File: src/rtl/gat_layer_scheduler_if.sv
// Host/core-facing signal bundle for the GAT layer scheduler.
// The master side drives commands and load pulses; the scheduler is the slave.
interface gat_layer_scheduler_if #(
    parameter int CNT_WIDTH = 32
);
    logic                 start;
    logic                 abort;
    logic                 h_data_load_pulse;
    logic                 h_node_info_load_pulse;
    logic                 wgt_load_pulse;
    logic                 gat_ready;
    logic                 h_data_bram_load_done;
    logic                 h_node_info_bram_load_done;
    logic                 wgt_bram_load_done;
    logic                 gat_layer;
    logic                 sched_busy;
    logic                 sched_irq;
    logic [31:0]          sched_status;
    logic [CNT_WIDTH-1:0] layer_cycles;

    modport master (
        output start, abort, h_data_load_pulse, h_node_info_load_pulse,
               wgt_load_pulse, gat_ready,
        input  h_data_bram_load_done, h_node_info_bram_load_done,
               wgt_bram_load_done, gat_layer, sched_busy, sched_irq,
               sched_status, layer_cycles
    );

    modport slave (
        input  start, abort, h_data_load_pulse, h_node_info_load_pulse,
               wgt_load_pulse, gat_ready,
        output h_data_bram_load_done, h_node_info_bram_load_done,
               wgt_bram_load_done, gat_layer, sched_busy, sched_irq,
               sched_status, layer_cycles
    );
endinterface

File: src/rtl/gat_layer_scheduler.sv
// Two-layer GAT inference sequencer: gathers BRAM load pulses, drives the
// core's load-done levels and layer select, and detects completion/timeout.
module gat_layer_scheduler #(
    parameter int TIMEOUT_CYCLES = 2**24,
    parameter int CNT_WIDTH      = 32
) (
    input logic                  clk,
    input logic                  rst,
    gat_layer_scheduler_if.slave bus
);
    typedef enum logic [2:0] {
        IDLE  = 3'd0,
        WAIT0 = 3'd1,
        RUN0  = 3'd2,
        WAIT1 = 3'd3,
        RUN1  = 3'd4,
        DONE  = 3'd5,
        ERR   = 3'd6
    } state_t;

    localparam logic [CNT_WIDTH-1:0] CNT_LAST = CNT_WIDTH'(TIMEOUT_CYCLES - 1);

    state_t               state, state_n;
    logic                 hd_f, ni_f, wg_f, armed, layer, err;
    logic                 hd_n, ni_n, wg_n, armed_n, layer_n, err_n;
    logic [CNT_WIDTH-1:0] cnt, cnt_n, lc, lc_n;
    logic                 hd_done, ni_done, wg_done, busy, irq;
    logic                 in_run, run_n, complete;

    assign in_run   = (state == RUN0) || (state == RUN1);
    // armed is the registered value, so ready-high in the arming cycle itself never completes
    assign complete = in_run && bus.gat_ready && armed;
    assign run_n    = (state_n == RUN0) || (state_n == RUN1);

    always_comb begin
        state_n = state;
        hd_n    = hd_f;
        ni_n    = ni_f;
        wg_n    = wg_f;
        armed_n = armed;
        layer_n = layer;
        err_n   = err;
        cnt_n   = cnt;
        lc_n    = lc;

        if (!in_run) begin
            if (bus.h_data_load_pulse)      hd_n = 1'b1;
            if (bus.h_node_info_load_pulse) ni_n = 1'b1;
            if (bus.wgt_load_pulse)         wg_n = 1'b1;
        end

        case (state)
            IDLE: begin
                if (bus.start) begin
                    state_n = WAIT0;
                    err_n   = 1'b0;
                end
            end
            WAIT0: begin
                if (hd_f && ni_f && wg_f) state_n = RUN0;
            end
            RUN0, RUN1: begin
                if (!bus.gat_ready) armed_n = 1'b1;
                // completion outranks the timeout when both land on the last count
                if (complete) begin
                    lc_n    = cnt;
                    cnt_n   = '0;
                    armed_n = 1'b0;
                    if (state == RUN0) begin
                        wg_n    = 1'b0;
                        layer_n = 1'b1;
                        state_n = WAIT1;
                    end else begin
                        state_n = DONE;
                    end
                end else if (cnt == CNT_LAST) begin
                    lc_n    = CNT_LAST;
                    cnt_n   = '0;
                    armed_n = 1'b0;
                    err_n   = 1'b1;
                    state_n = ERR;
                end else begin
                    cnt_n = cnt + CNT_WIDTH'(1);
                end
            end
            WAIT1: begin
                if (wg_f) state_n = RUN1;
            end
            DONE, ERR: begin
                if (bus.start) begin
                    wg_n    = 1'b0;
                    layer_n = 1'b0;
                    state_n = WAIT0;
                end
            end
            default: state_n = IDLE;
        endcase

        if (bus.abort) begin
            state_n = IDLE;
            hd_n    = 1'b0;
            ni_n    = 1'b0;
            wg_n    = 1'b0;
            armed_n = 1'b0;
            layer_n = 1'b0;
            cnt_n   = '0;
        end
    end

    always_ff @(posedge clk or posedge rst) begin
        if (rst) begin
            state   <= IDLE;
            hd_f    <= 1'b0;
            ni_f    <= 1'b0;
            wg_f    <= 1'b0;
            armed   <= 1'b0;
            layer   <= 1'b0;
            err     <= 1'b0;
            cnt     <= '0;
            lc      <= '0;
            hd_done <= 1'b0;
            ni_done <= 1'b0;
            wg_done <= 1'b0;
            busy    <= 1'b0;
            irq     <= 1'b0;
        end else begin
            state   <= state_n;
            hd_f    <= hd_n;
            ni_f    <= ni_n;
            wg_f    <= wg_n;
            armed   <= armed_n;
            layer   <= layer_n;
            err     <= err_n;
            cnt     <= cnt_n;
            lc      <= lc_n;
            hd_done <= run_n && hd_n;
            ni_done <= run_n && ni_n;
            wg_done <= run_n && wg_n;
            busy    <= !((state_n == IDLE) || (state_n == DONE) || (state_n == ERR));
            irq     <= ((state_n == DONE) || (state_n == ERR)) && (state_n != state);
        end
    end

    assign bus.h_data_bram_load_done      = hd_done;
    assign bus.h_node_info_bram_load_done = ni_done;
    assign bus.wgt_bram_load_done         = wg_done;
    assign bus.gat_layer                  = layer;
    assign bus.sched_busy                 = busy;
    assign bus.sched_irq                  = irq;
    assign bus.sched_status               = {27'd0, layer, err, state};
    assign bus.layer_cycles               = lc;
endmodule

File: src/flat_wrapper.sv
// flat-port wrapper written by rule: the top's interface ports become plain ports
module gat_layer_scheduler_flat 
#(
    parameter int TIMEOUT_CYCLES = 2**24,
    parameter int CNT_WIDTH      = 32
)
  (clk, rst, bus_start, bus_abort, bus_h_data_load_pulse, bus_h_node_info_load_pulse, bus_wgt_load_pulse, bus_gat_ready, bus_h_data_bram_load_done, bus_h_node_info_bram_load_done, bus_wgt_bram_load_done, bus_gat_layer, bus_sched_busy, bus_sched_irq, bus_sched_status, bus_layer_cycles);
  gat_layer_scheduler_if #(.CNT_WIDTH(CNT_WIDTH)) bus_i ();
  input logic clk;
  input logic rst;
  input wire logic [$bits(bus_i.start)-1:0] bus_start;
  input wire logic [$bits(bus_i.abort)-1:0] bus_abort;
  input wire logic [$bits(bus_i.h_data_load_pulse)-1:0] bus_h_data_load_pulse;
  input wire logic [$bits(bus_i.h_node_info_load_pulse)-1:0] bus_h_node_info_load_pulse;
  input wire logic [$bits(bus_i.wgt_load_pulse)-1:0] bus_wgt_load_pulse;
  input wire logic [$bits(bus_i.gat_ready)-1:0] bus_gat_ready;
  output wire logic [$bits(bus_i.h_data_bram_load_done)-1:0] bus_h_data_bram_load_done;
  output wire logic [$bits(bus_i.h_node_info_bram_load_done)-1:0] bus_h_node_info_bram_load_done;
  output wire logic [$bits(bus_i.wgt_bram_load_done)-1:0] bus_wgt_bram_load_done;
  output wire logic [$bits(bus_i.gat_layer)-1:0] bus_gat_layer;
  output wire logic [$bits(bus_i.sched_busy)-1:0] bus_sched_busy;
  output wire logic [$bits(bus_i.sched_irq)-1:0] bus_sched_irq;
  output wire logic [$bits(bus_i.sched_status)-1:0] bus_sched_status;
  output wire logic [$bits(bus_i.layer_cycles)-1:0] bus_layer_cycles;
  assign bus_i.start = bus_start;
  assign bus_i.abort = bus_abort;
  assign bus_i.h_data_load_pulse = bus_h_data_load_pulse;
  assign bus_i.h_node_info_load_pulse = bus_h_node_info_load_pulse;
  assign bus_i.wgt_load_pulse = bus_wgt_load_pulse;
  assign bus_i.gat_ready = bus_gat_ready;
  assign bus_h_data_bram_load_done = bus_i.h_data_bram_load_done;
  assign bus_h_node_info_bram_load_done = bus_i.h_node_info_bram_load_done;
  assign bus_wgt_bram_load_done = bus_i.wgt_bram_load_done;
  assign bus_gat_layer = bus_i.gat_layer;
  assign bus_sched_busy = bus_i.sched_busy;
  assign bus_sched_irq = bus_i.sched_irq;
  assign bus_sched_status = bus_i.sched_status;
  assign bus_layer_cycles = bus_i.layer_cycles;
  gat_layer_scheduler #(.TIMEOUT_CYCLES(TIMEOUT_CYCLES), .CNT_WIDTH(CNT_WIDTH)) u_core (.clk(clk), .rst(rst), .bus(bus_i));
endmodule
File: config.mk
export PLATFORM = sky130hd
export DESIGN_NAME = gat_layer_scheduler_flat
export DESIGN_NICKNAME = d
export VERILOG_FILES = /design/src/rtl/gat_layer_scheduler_if.sv /design/src/rtl/gat_layer_scheduler.sv /design/src/flat_wrapper.sv
export SDC_FILE = /design/constraint.sdc
export NUM_CORES = 1
export LEC_CHECK = 0
export ABC_CLOCK_PERIOD_IN_PS = 3760
export BUFFER_PORTS_ARGS = -buffer_cell sky130_fd_sc_hd__buf_2
export CORE_ASPECT_RATIO = 2
export CORE_MARGIN = 3
export CORE_UTILIZATION = 40
export DETAILED_ROUTE_END_ITERATION = 7
export SLEW_MARGIN = 30
export SYNTH_ARGS = -nofsm -noshare
export SYNTH_HDL_FRONTEND = slang
export SYNTH_SLANG_ARGS = --single-unit
File: constraint.sdc
create_clock -name clk -period 3.76 [get_ports clk]
set_clock_uncertainty 0.05 [all_clocks]
set_input_delay 0.752 -clock clk [delete_from_list [all_inputs] [get_ports clk]]
set_output_delay 0.752 -clock clk [all_outputs]
set_load 0.01 [all_outputs]
# Word level (Yosys, flattened, before mapping)
# Cells that the tools add are included.
# op_classes
n_addsub,1
n_eq_ne,19
muxes,40
n_reduce_logical,27
# ops
cell,n
$mux 32,6
$add 32x1->32 const B,1
$eq 32x24->1 const B,1
$mux 1,23
$mux 3,7
$eq 3x3->1 const B,6
$pmux 3 s4,1
$eq 3x2->1 const B,3
$logic_and 1x1->1,8
$reduce_and 4->1,2
$logic_not 3->1,2
$ne 3x2->1 const B,2
$pmux 1 s2,3
$reduce_bool 2->1,3
$logic_or 1x1->1,5
$ne 2x2->1 const B,2
$ne 4x2->1 const B,1
$reduce_and 2->1,2
$reduce_or 2->1,2
$eq 3x1->1 const B,1
$ne 3x3->1,1
$ne 3x3->1 const B,1
$reduce_bool 3->1,1
$reduce_or 3->1,1
other kinds (2),2
# word_totals
elab_cells,101
input_bits,8
out_inout_bits,70
reg_bits,78

# Logic depth before layout (Yosys ltp)
# Gate-level depths: netlist of run 1.
# logic_depth
word_depth,11
ltp_mapped,10
depth_no_buf,6

# Worst setup path before layout of run 1
# Ideal clock, no wire load.
# synth_path
kind,register -> register
from,reg u_core.cnt[28]
to,reg u_core.busy (netlist: u_core.bus.sched_busy)
synth_period_minus_slack_ps,2205
setup_time_ps,69
path_slack_ps,1555
t_required_ps,3641
arrival_ps,2086
stages_incl_launch_ff,7
n_path_buf,0
cell_sequence,dfrtp_1 or4_1 nor4_2 nand4_2 a22o_1 or4_1 nand3_1
# synth_between
elab_chain_len,9
word_cells_on_any_way,11
cone_classes,3 x eq/ne; 4 x mux; 4 x reduce/logical
# synth_rtl
item,line,text
from (decl),gat_layer_scheduler.sv:26,"logic [CNT_WIDTH-1:0] cnt, cnt_n, lc, lc_n;"
from (signal assigned),gat_layer_scheduler.sv:134,cnt <= cnt_n;
$eq 32x24->1 (*),gat_layer_scheduler.sv:76,end else if (cnt == CNT_LAST) begin
$mux 3 (*),gat_layer_scheduler.sv:76,
$mux 3 (*),gat_layer_scheduler.sv:65,if (complete) begin
$pmux 3 s4 (*),gat_layer_scheduler.sv:52,case (state)
$mux 3 (*),gat_layer_scheduler.sv:99,if (bus.abort) begin
$eq 3x3->1 or $logic_not 3->1 (tied branches),gat_layer_scheduler.sv:139,busy <= !((state_n == IDLE) || (state_n == DONE) || (state_n == ERR));
$logic_or 1x1->1,gat_layer_scheduler.sv:139,
$logic_or 1x1->1 (*),gat_layer_scheduler.sv:139,
$logic_not 1->1 (*),gat_layer_scheduler.sv:139,
to (signal assigned),gat_layer_scheduler.sv:139,
to (decl),gat_layer_scheduler.sv:27,"logic hd_done, ni_done, wg_done, busy, irq;"
# Mark *: on every way between the ends. The rest lies on a longest branch, timed or not.
# A chain may end at the register's enable or synchronous reset.

# Worst setup path after layout of run 1
# layout_path
from,reg u_core.state[2]
to,reg u_core.cnt[27]
# layout_between
elab_chain_len,7
word_cells_on_any_way,10
cone_classes,2 x eq/ne; 3 x mux; 5 x reduce/logical
# layout_rtl
item,line,text
from (decl),gat_layer_scheduler.sv:23,"state_t state, state_n;"
from (signal assigned),gat_layer_scheduler.sv:127,state <= state_n;
$eq 3x2->1 or $eq 3x3->1 (tied branches),"gat_layer_scheduler.sv:30, gat_layer_scheduler.sv:52",
$logic_or 1x1->1,gat_layer_scheduler.sv:30,assign in_run = (state == RUN0) || (state == RUN1);
$logic_and 1x1->1 (2 in series),gat_layer_scheduler.sv:32,assign complete = in_run && bus.gat_ready && armed;
$mux 32,gat_layer_scheduler.sv:65,
$mux 32,gat_layer_scheduler.sv:52,
$mux 32,gat_layer_scheduler.sv:99,
# Parallel ways exist; a longest one is shown, timed or not. The select of a mux whose other input is x is not followed.

==> results of run 1 <==
-- Yosys cell counts, types with 2 or more instances --
cell type   n  area, sq um
nand3b_1    2         15.0
o21bai_1    2         15.0
inv_1       5         18.8
dfrtp_1    78         1950
nor3_1      4         20.0
xor2_1     26          228
nand2_1    20         75.1
nor3b_1     2         15.0
a21oi_1    10         50.1
nand2b_1    3         18.8
buf_4      30          225
nor4_2      2         25.0
or4_1       2         15.0
nor2_1     44          165
buf_2       8         40.0
nand3_1    17         85.1
xnor2_1     7         61.3
a22o_1      8         70.1
o21ai_0     7         35.0
and2_1      2         12.5
clkbuf_1    4         15.0
o22a_1     24          210
nand4_1    12         75.1
and4_1      7         61.3
-- critical path, delay by kind of cell, from the launching register on --
| kind | cells | cell delay [ns] |
|---|---|---|
| AO/OA/AOI/OAI | 1 | 0.28 |
| XOR/XNOR | 2 | 0.43 |
| flip-flops | 1 | 0.64 |
| AND/OR/NAND/NOR | 3 | 1.06 |
-- cell type report --
| cell class | count | area [sq um] |
|---|---|---|
| fill | 873 | 4830 |
| sequential | 78 | 1950 |
| tap | 102 | 128 |
| timing repair buffer | 55 | 292 |
| inverter | 5 | 18.8 |
| clock buffer | 12 | 246 |
| clock inverter | 2 | 10.0 |
| multi-input combinational | 249 | 1530 |
-- power breakdown --
part | internal, W | switching, W | leakage (nW) | total (W)
Clock | 0.000455 | 0.000307 | 0.128 | 0.000762
Combinational | 0.0000711 | 0.000106 | 0.748 | 0.000177
Sequential | 0.000890 | 0.0000289 | 0.976 | 0.000918
-- logic make-up (layout without fill, tap and decap cells) --
group                    after synthesis  in the layout  synth area share
adder cells (fa/ha/maj)                1              1           0.00339
AND/OR/NAND/NOR                      125            125             0.176
other                                  1             27           0.00102
XOR/XNOR                              33             33            0.0784
flip-flops                            78             78             0.529
AO/OA/AOI/OAI                         63             63             0.131
buffers and inverters                 47             74            0.0811
-- state kept, by name (all words and copies together) (netlist names) --
name,cells
u_core.armed,1
u_core.bus.gat_layer,1
u_core.bus.h_data_bram_load_done,1
u_core.bus.h_node_info_bram_load_done,1
u_core.bus.layer_cycles,32
u_core.bus.sched_busy,1
u_core.bus.sched_irq,1
u_core.bus.wgt_bram_load_done,1
u_core.cnt,32
u_core.err,1
u_core.hd_f,1
u_core.ni_f,1
u_core.state,3
u_core.wg_f,1
-- per-stage QoR --
step / setup slack, ns / total power, W
2_1_floorplan: 0.963 / 0.00106
6_report: 1.18 / 0.00186
3_5_place_dp: 1.15 / 0.00111
5_1_grt: 0.959 / 0.00195
3_3_place_gp: 1.18 / 0.00111
4_1_cts: 1.19 / 0.00189
-- metal layers --
layer  vias up  global-route usage
met3        22              0.0362
li1       1281                   -
met5         -                   0
met1      1335               0.198
met4         0              0.0860
met2        80               0.284
-- path summary, 6_finish.rpt --
check                                                        startpoint                                      end  slack, ns  cells after the start
worst max register to register                u_core.state[2]$_DFF_PP0_               u_core.cnt[27]$_DFFE_PP0N_       1.18                      6
min in group asynchronous                                           rst   u_core.bus.layer_cycles[1]$_DFFE_PP0P_       0.54                      3
worst min register to register  u_core.bus.layer_cycles[15]$_DFFE_PP0P_  u_core.bus.layer_cycles[15]$_DFFE_PP0P_       0.43                      1
max in group asynchronous                                           rst  u_core.bus.layer_cycles[21]$_DFFE_PP0P_       2.61                      3
worst min-delay path            u_core.bus.layer_cycles[15]$_DFFE_PP0P_  u_core.bus.layer_cycles[15]$_DFFE_PP0P_       0.43                      1
worst max-delay path                          u_core.state[2]$_DFF_PP0_               u_core.cnt[27]$_DFFE_PP0N_       1.18                      6
==> reports/summary.txt, run 1 <==
first-pass GRT wire length - 13700 um
Slew Limit Fails - 0
final WL - 8170 um
startpoint types - register
FFs w/ async S/R, synth - 1.00
Area Growth Syn to Fin - 13.4%
Placed Area - 0.00392 sq mm
clk_lat worst skew - 0.33 ns
WL met1 - 3100 um
Fin. Hold Viols - 0
hold buffers post-CTS - 0
Crit Path Max Fanout - 16
fin area - 0.00418 sq mm
num rows - 49
PwrDens - 444 mW/mm^2
Leakage - 1.85 nW
DR WL/cell - 16.2 um
placed cell count - 489
routed wl met3 - 351 um
final period demand of the worst path - 2.58 ns
Die ar. - 0.0105 sq mm
CP cell instances - xor2_1, a21oi_1, nor4_2, nand4_1, xor2_1, nor2_1
Top FF cell, synth - dfrtp_1
Critical Path Sink Type - register
Seq cells post-synth - 78
post-route core utilization - 0.464
initial antenna violation count - 0
# port buffers - 50
Die Width - 73.9 um
Max Root-Sink Buffers - 2
H-tree depth - 3
IR drop worst, VDD - 0.220 mV
Root Buffer - clkbuf_16
nets - 407
post-synthesis sequential area ratio - 0.529
Avg Inst Size Synth - 10.6 sq um
Post-Synthesis Cells - 348
largest net degree at the start of global routing - 79
Final setup viols - 0
GPL Wtd Cong - 0.883
CP Data Required Time - 3.91 ns
HP Class - reg2reg
detailed placer's ending HPWL - 5720 um
Routed Antenna Nets - 0
Post-synth EDFFs - 0
DR vias - 2718
Max Cap Viol - 0
clock sinks - 78
vias in the first global route - 2803
diodes inserted - 0
DRC Markers - 0
setup TNS - 0 ns
Fmax - 387 MHz
post-CTS setup buffer count - 0
Die Span Y - 142 um
Rel. slew slack - 0.417
Max stage delay cell, worst path - nor4_2
drt initial violations - 151
Critical Path AT - 2.73 ns
Congestion Overflow GR - 0
worst hold margin - 0.429 ns
Vias per Instance - 5.40
max layer used - met4
actual slew at the worst max-slew pin - 0.868 ns
status - completed
distinct cell type count after synthesis - 46
TritonCTS clock tree - yes
met2 wire length - 4480 um
cts repair resizes - 0
mapped cell area - 0.00369 sq mm
synth warn - 0
max incr delay on CP - 0.79 ns
final worst-path cycle share - 0.687
CTS Buf Count - 9
Post-Layout Cell Count - 503
Starting Density - 0.409
All-Layer GR Usage - 0.169
clock-pin slew on the worst setup and hold paths - 0.06 ns
commonest non-fill, non-tap cells in the layout - dfrtp_1, buf_2, nor2_1
# IOs - 78
RSZ-0062 raised after global routing - false
Core Area - 0.00901 sq mm
commonest non-fill, non-tap cell in the layout - dfrtp_1
DR pass1 iterations - 4
share of layout cells above drive strength 1 - 0.187
cell mode on critical path - xor2_1
Crit Path Class - reg2reg
Note: power is estimated with default switching activity, not from simulation.
==> inputs of run 2 (changes only) <==
--- a/config.mk
+++ b/config.mk
@@ -5,7 +5,7 @@
 export SDC_FILE = /design/constraint.sdc
 export NUM_CORES = 1
 export LEC_CHECK = 0
-export ABC_CLOCK_PERIOD_IN_PS = 3760
+export ABC_CLOCK_PERIOD_IN_PS = 2400
 export BUFFER_PORTS_ARGS = -buffer_cell sky130_fd_sc_hd__buf_2
 export CORE_ASPECT_RATIO = 2
 export CORE_MARGIN = 3
==> constraint.sdc (replaced) <==
create_clock -name clk -period 2.4 [get_ports clk]
set_clock_uncertainty 0.05 [all_clocks]
set_input_delay 0.48 -clock clk [delete_from_list [all_inputs] [get_ports clk]]
set_output_delay 0.48 -clock clk [all_outputs]
set_load 0.01 [all_outputs]
==> run 2 against run 1 <==
  * Sequential share of layout area decreased by 2.5 points
  * Setup slack got worse by 1.1 ns
  * Global-route usage increased by 1.1 points
  * Via count increased by 3.6%
  * Largest power group unchanged
  * Highest routed layer unchanged
  * Hold slack got worse by 0.23 ns
  * Register-to-register slack got worse by 1.1 ns
  * Final area increased by 5.7%
==> reports/summary.txt, run 2 (same netlist as run 1, synthesis figures left out) <==
status - completed (unchanged)
HP Class - in2async (was reg2reg)
Critical Path AT - 2.51 ns (was 2.73 ns)
DR WL/cell - 16.5 um (was 16.2 um)
Critical R2R Capture - u_core.bus.sched_busy$_DFF_PP0_ (was u_core.cnt[27]$_DFFE_PP0N_)
clock-pin slew on the worst setup and hold paths - 0.06 ns (about the same)
Starting Density - 0.409 (unchanged)
Congestion Overflow GR - 0 (unchanged)
Critical Path Sink Type - register (unchanged)
Fmax - 437 MHz (was 387 MHz)
commonest non-fill, non-tap cell in the layout - dfrtp_1 (unchanged)
DR vias - 2817 (was 2718)
setup TNS - 0 ns (unchanged)
final period demand of the worst path - 2.29 ns (was 2.58 ns)
TritonCTS clock tree - yes (unchanged)
vias in the first global route - 2831 (was 2803)
cts repair resizes - 0 (unchanged)
max incr delay on CP - 0.49 ns (was 0.79 ns)
Routed Antenna Nets - 0 (unchanged)
Reg-to-Reg Start - u_core.cnt[29]$_DFFE_PP0N_ (was u_core.state[2]$_DFF_PP0_)
drt initial violations - 148 (was 151)
commonest non-fill, non-tap cells in the layout - dfrtp_1, buf_2, nor2_1 (unchanged)
All-Layer GR Usage - 0.180 (was 0.169)
CP Data Required Time - 2.62 ns (was 3.91 ns)
DR pass1 iterations - 4 (unchanged)
Crit Path Class - reg2reg (unchanged)
Leakage - 1.98 nW (was 1.85 nW)
Worst Path Buf+Inv - 0 (unchanged)
IR drop worst, VDD - 0.314 mV (was 0.220 mV)
Die Width - 73.9 um (unchanged)
Area Growth Syn to Fin - 19.8% (was 13.4%)
CTS Buf Count - 9 (unchanged)
fillers - 878 (was 873)
Reg2Reg Setup Slack - 0.11 ns (was 1.18 ns)
cell depth of the worst setup path - 6 (unchanged)
Die Span Y - 142 um (unchanged)
Final setup viols - 0 (unchanged)
post-CTS setup buffer count - 0 (unchanged)
Core Area - 0.00901 sq mm (unchanged)
pre-CTS setup slack - 0.0954 ns (was 1.15 ns)
final worst slack - 0.111 ns (was 1.18 ns)
Root Buffer - clkbuf_16 (unchanged)
clock sinks - 78 (unchanged)
Die ar. - 0.0105 sq mm (unchanged)
share of layout cells above drive strength 1 - 0.237 (was 0.187)
Largest delay share family, worst path - simple AND/OR/NAND/NOR gates (unchanged)
RSZ-0062 raised after global routing - false (unchanged)
GPL Wtd Cong - 0.835 (was 0.883)
Crit Path Max Fanout - 5 (was 16)
hold buffers post-CTS - 0 (unchanged)
cell count of the worst reg-to-reg path - 6 (unchanged)
Max stage delay cell, worst path - or4_1 (was nor4_2)
Worst Setup SP - u_core.cnt[29]$_DFFE_PP0N_ (was u_core.state[2]$_DFF_PP0_)
num rows - 49 (unchanged)
DRC Markers - 0 (unchanged)
# port buffers - 50 (unchanged)
Vias per Instance - 5.34 (was 5.40)
largest net degree at the start of global routing - 33 (was 79)
final worst-path cycle share - 0.954 (was 0.687)
clk_lat worst skew - 0.34 ns (was 0.33 ns)
Slew Limit Fails - 0 (unchanged)
Final Total Pwr - 0.00301 W (was 0.00186 W)
PwrDens - 681 mW/mm^2 (was 444 mW/mm^2)
# IOs - 78 (unchanged)
nets - 431 (was 407)
first-pass GRT wire length - 14300 um (was 13700 um)
detailed placer's ending HPWL - 6400 um (was 5720 um)
CP cell instances - or4_1, nor4_2, nand4_2, a22o_1, or4_1, nand3_1 (was xor2_1, a21oi_1, nor4_2, nand4_1, xor2_1, nor2_1)
H-tree depth - 3 (unchanged)
post-route core utilization - 0.490 (was 0.464)
cell mode on critical path - or4_1 (was xor2_1)
startpoint types - register (unchanged)
Max Cap Viol - 0 (unchanged)
Rel. slew slack - 0.499 (was 0.417)
Fin. Hold Viols - 0 (unchanged)
actual slew at the worst max-slew pin - 0.750 ns (was 0.868 ns)
final WL - 8730 um (was 8170 um)
initial antenna violation count - 0 (unchanged)
diodes inserted - 0 (unchanged)
Max Root-Sink Buffers - 2 (unchanged)
==> run 2: cell types whose count changed in the layout (fill, tap and decap cells not counted), sizes merged <==
cell,change
clkinv,-1
buf,+24
clkinvlp,+3
inv,-1
==> run 2: layout make-up <==
| class | count | area [sq um] | share of cell area |
|---|---|---|---|
| Clock buffer | 12 | 256 | 0.0581 |
| Multi-Input combinational cell | 249 | 1530 | 0.347 |
| Clock inverter | 3 | 20.0 | 0.00453 |
| Sequential cell | 78 | 1950 | 0.442 |
| Timing Repair Buffer | 79 | 505 | 0.114 |
| Tap cell | 102 | 128 | 0.0289 |
| Inverter | 5 | 22.5 | 0.00510 |
==> run 2: worst reg2reg max path: cells and delay by family, from the launching register on <==
family / cells / cell delay, ns
simple gates: 5 / 1.45
compound gates: 1 / 0.32
flops: 1 / 0.42
==> run 2: worst max path at each step <==
| stage | to |
|---|---|
| 2_1_floorplan | u_core.bus.sched_busy$_DFF_PP0_ |
| 3_3_place_gp | u_core.bus.sched_busy$_DFF_PP0_ |
| 6_report | u_core.bus.sched_busy$_DFF_PP0_ |
| 5_1_grt | u_core.bus.sched_busy$_DFF_PP0_ |
| 3_5_place_dp | u_core.bus.sched_busy$_DFF_PP0_ |
| 4_1_cts | u_core.bus.sched_busy$_DFF_PP0_ |
==> run 2: per-stage QoR <==
step,instances,hold WS [ns],cell area (sq um)
floorplan,374,0.417,3790
global placement,513,0.419,4140
detailed placement,513,0.422,4140
CTS,528,0.213,4420
global route,528,0.255,4420
finish,528,0.195,4420
==> run 2: per-layer routing <==
metal,vias up,track usage,share of wire
li1,1327,-,-
met1,1390,0.195,0.37
met2,83,0.323,0.56
met3,17,0.0298,0.041
met4,0,0.0917,0.029
met5,-,0,0
==> run 2: where the power goes <==
part | internal (W) | total (W) | switching, W | leakage [nW]
logic | 0.000128 | 0.000304 | 0.000177 | 0.877
clock network | 0.000749 | 0.00127 | 0.000519 | 0.131
registers | 0.00139 | 0.00144 | 0.0000423 | 0.976
total | 0.00227 | 0.00301 | 0.000739 | 1.98
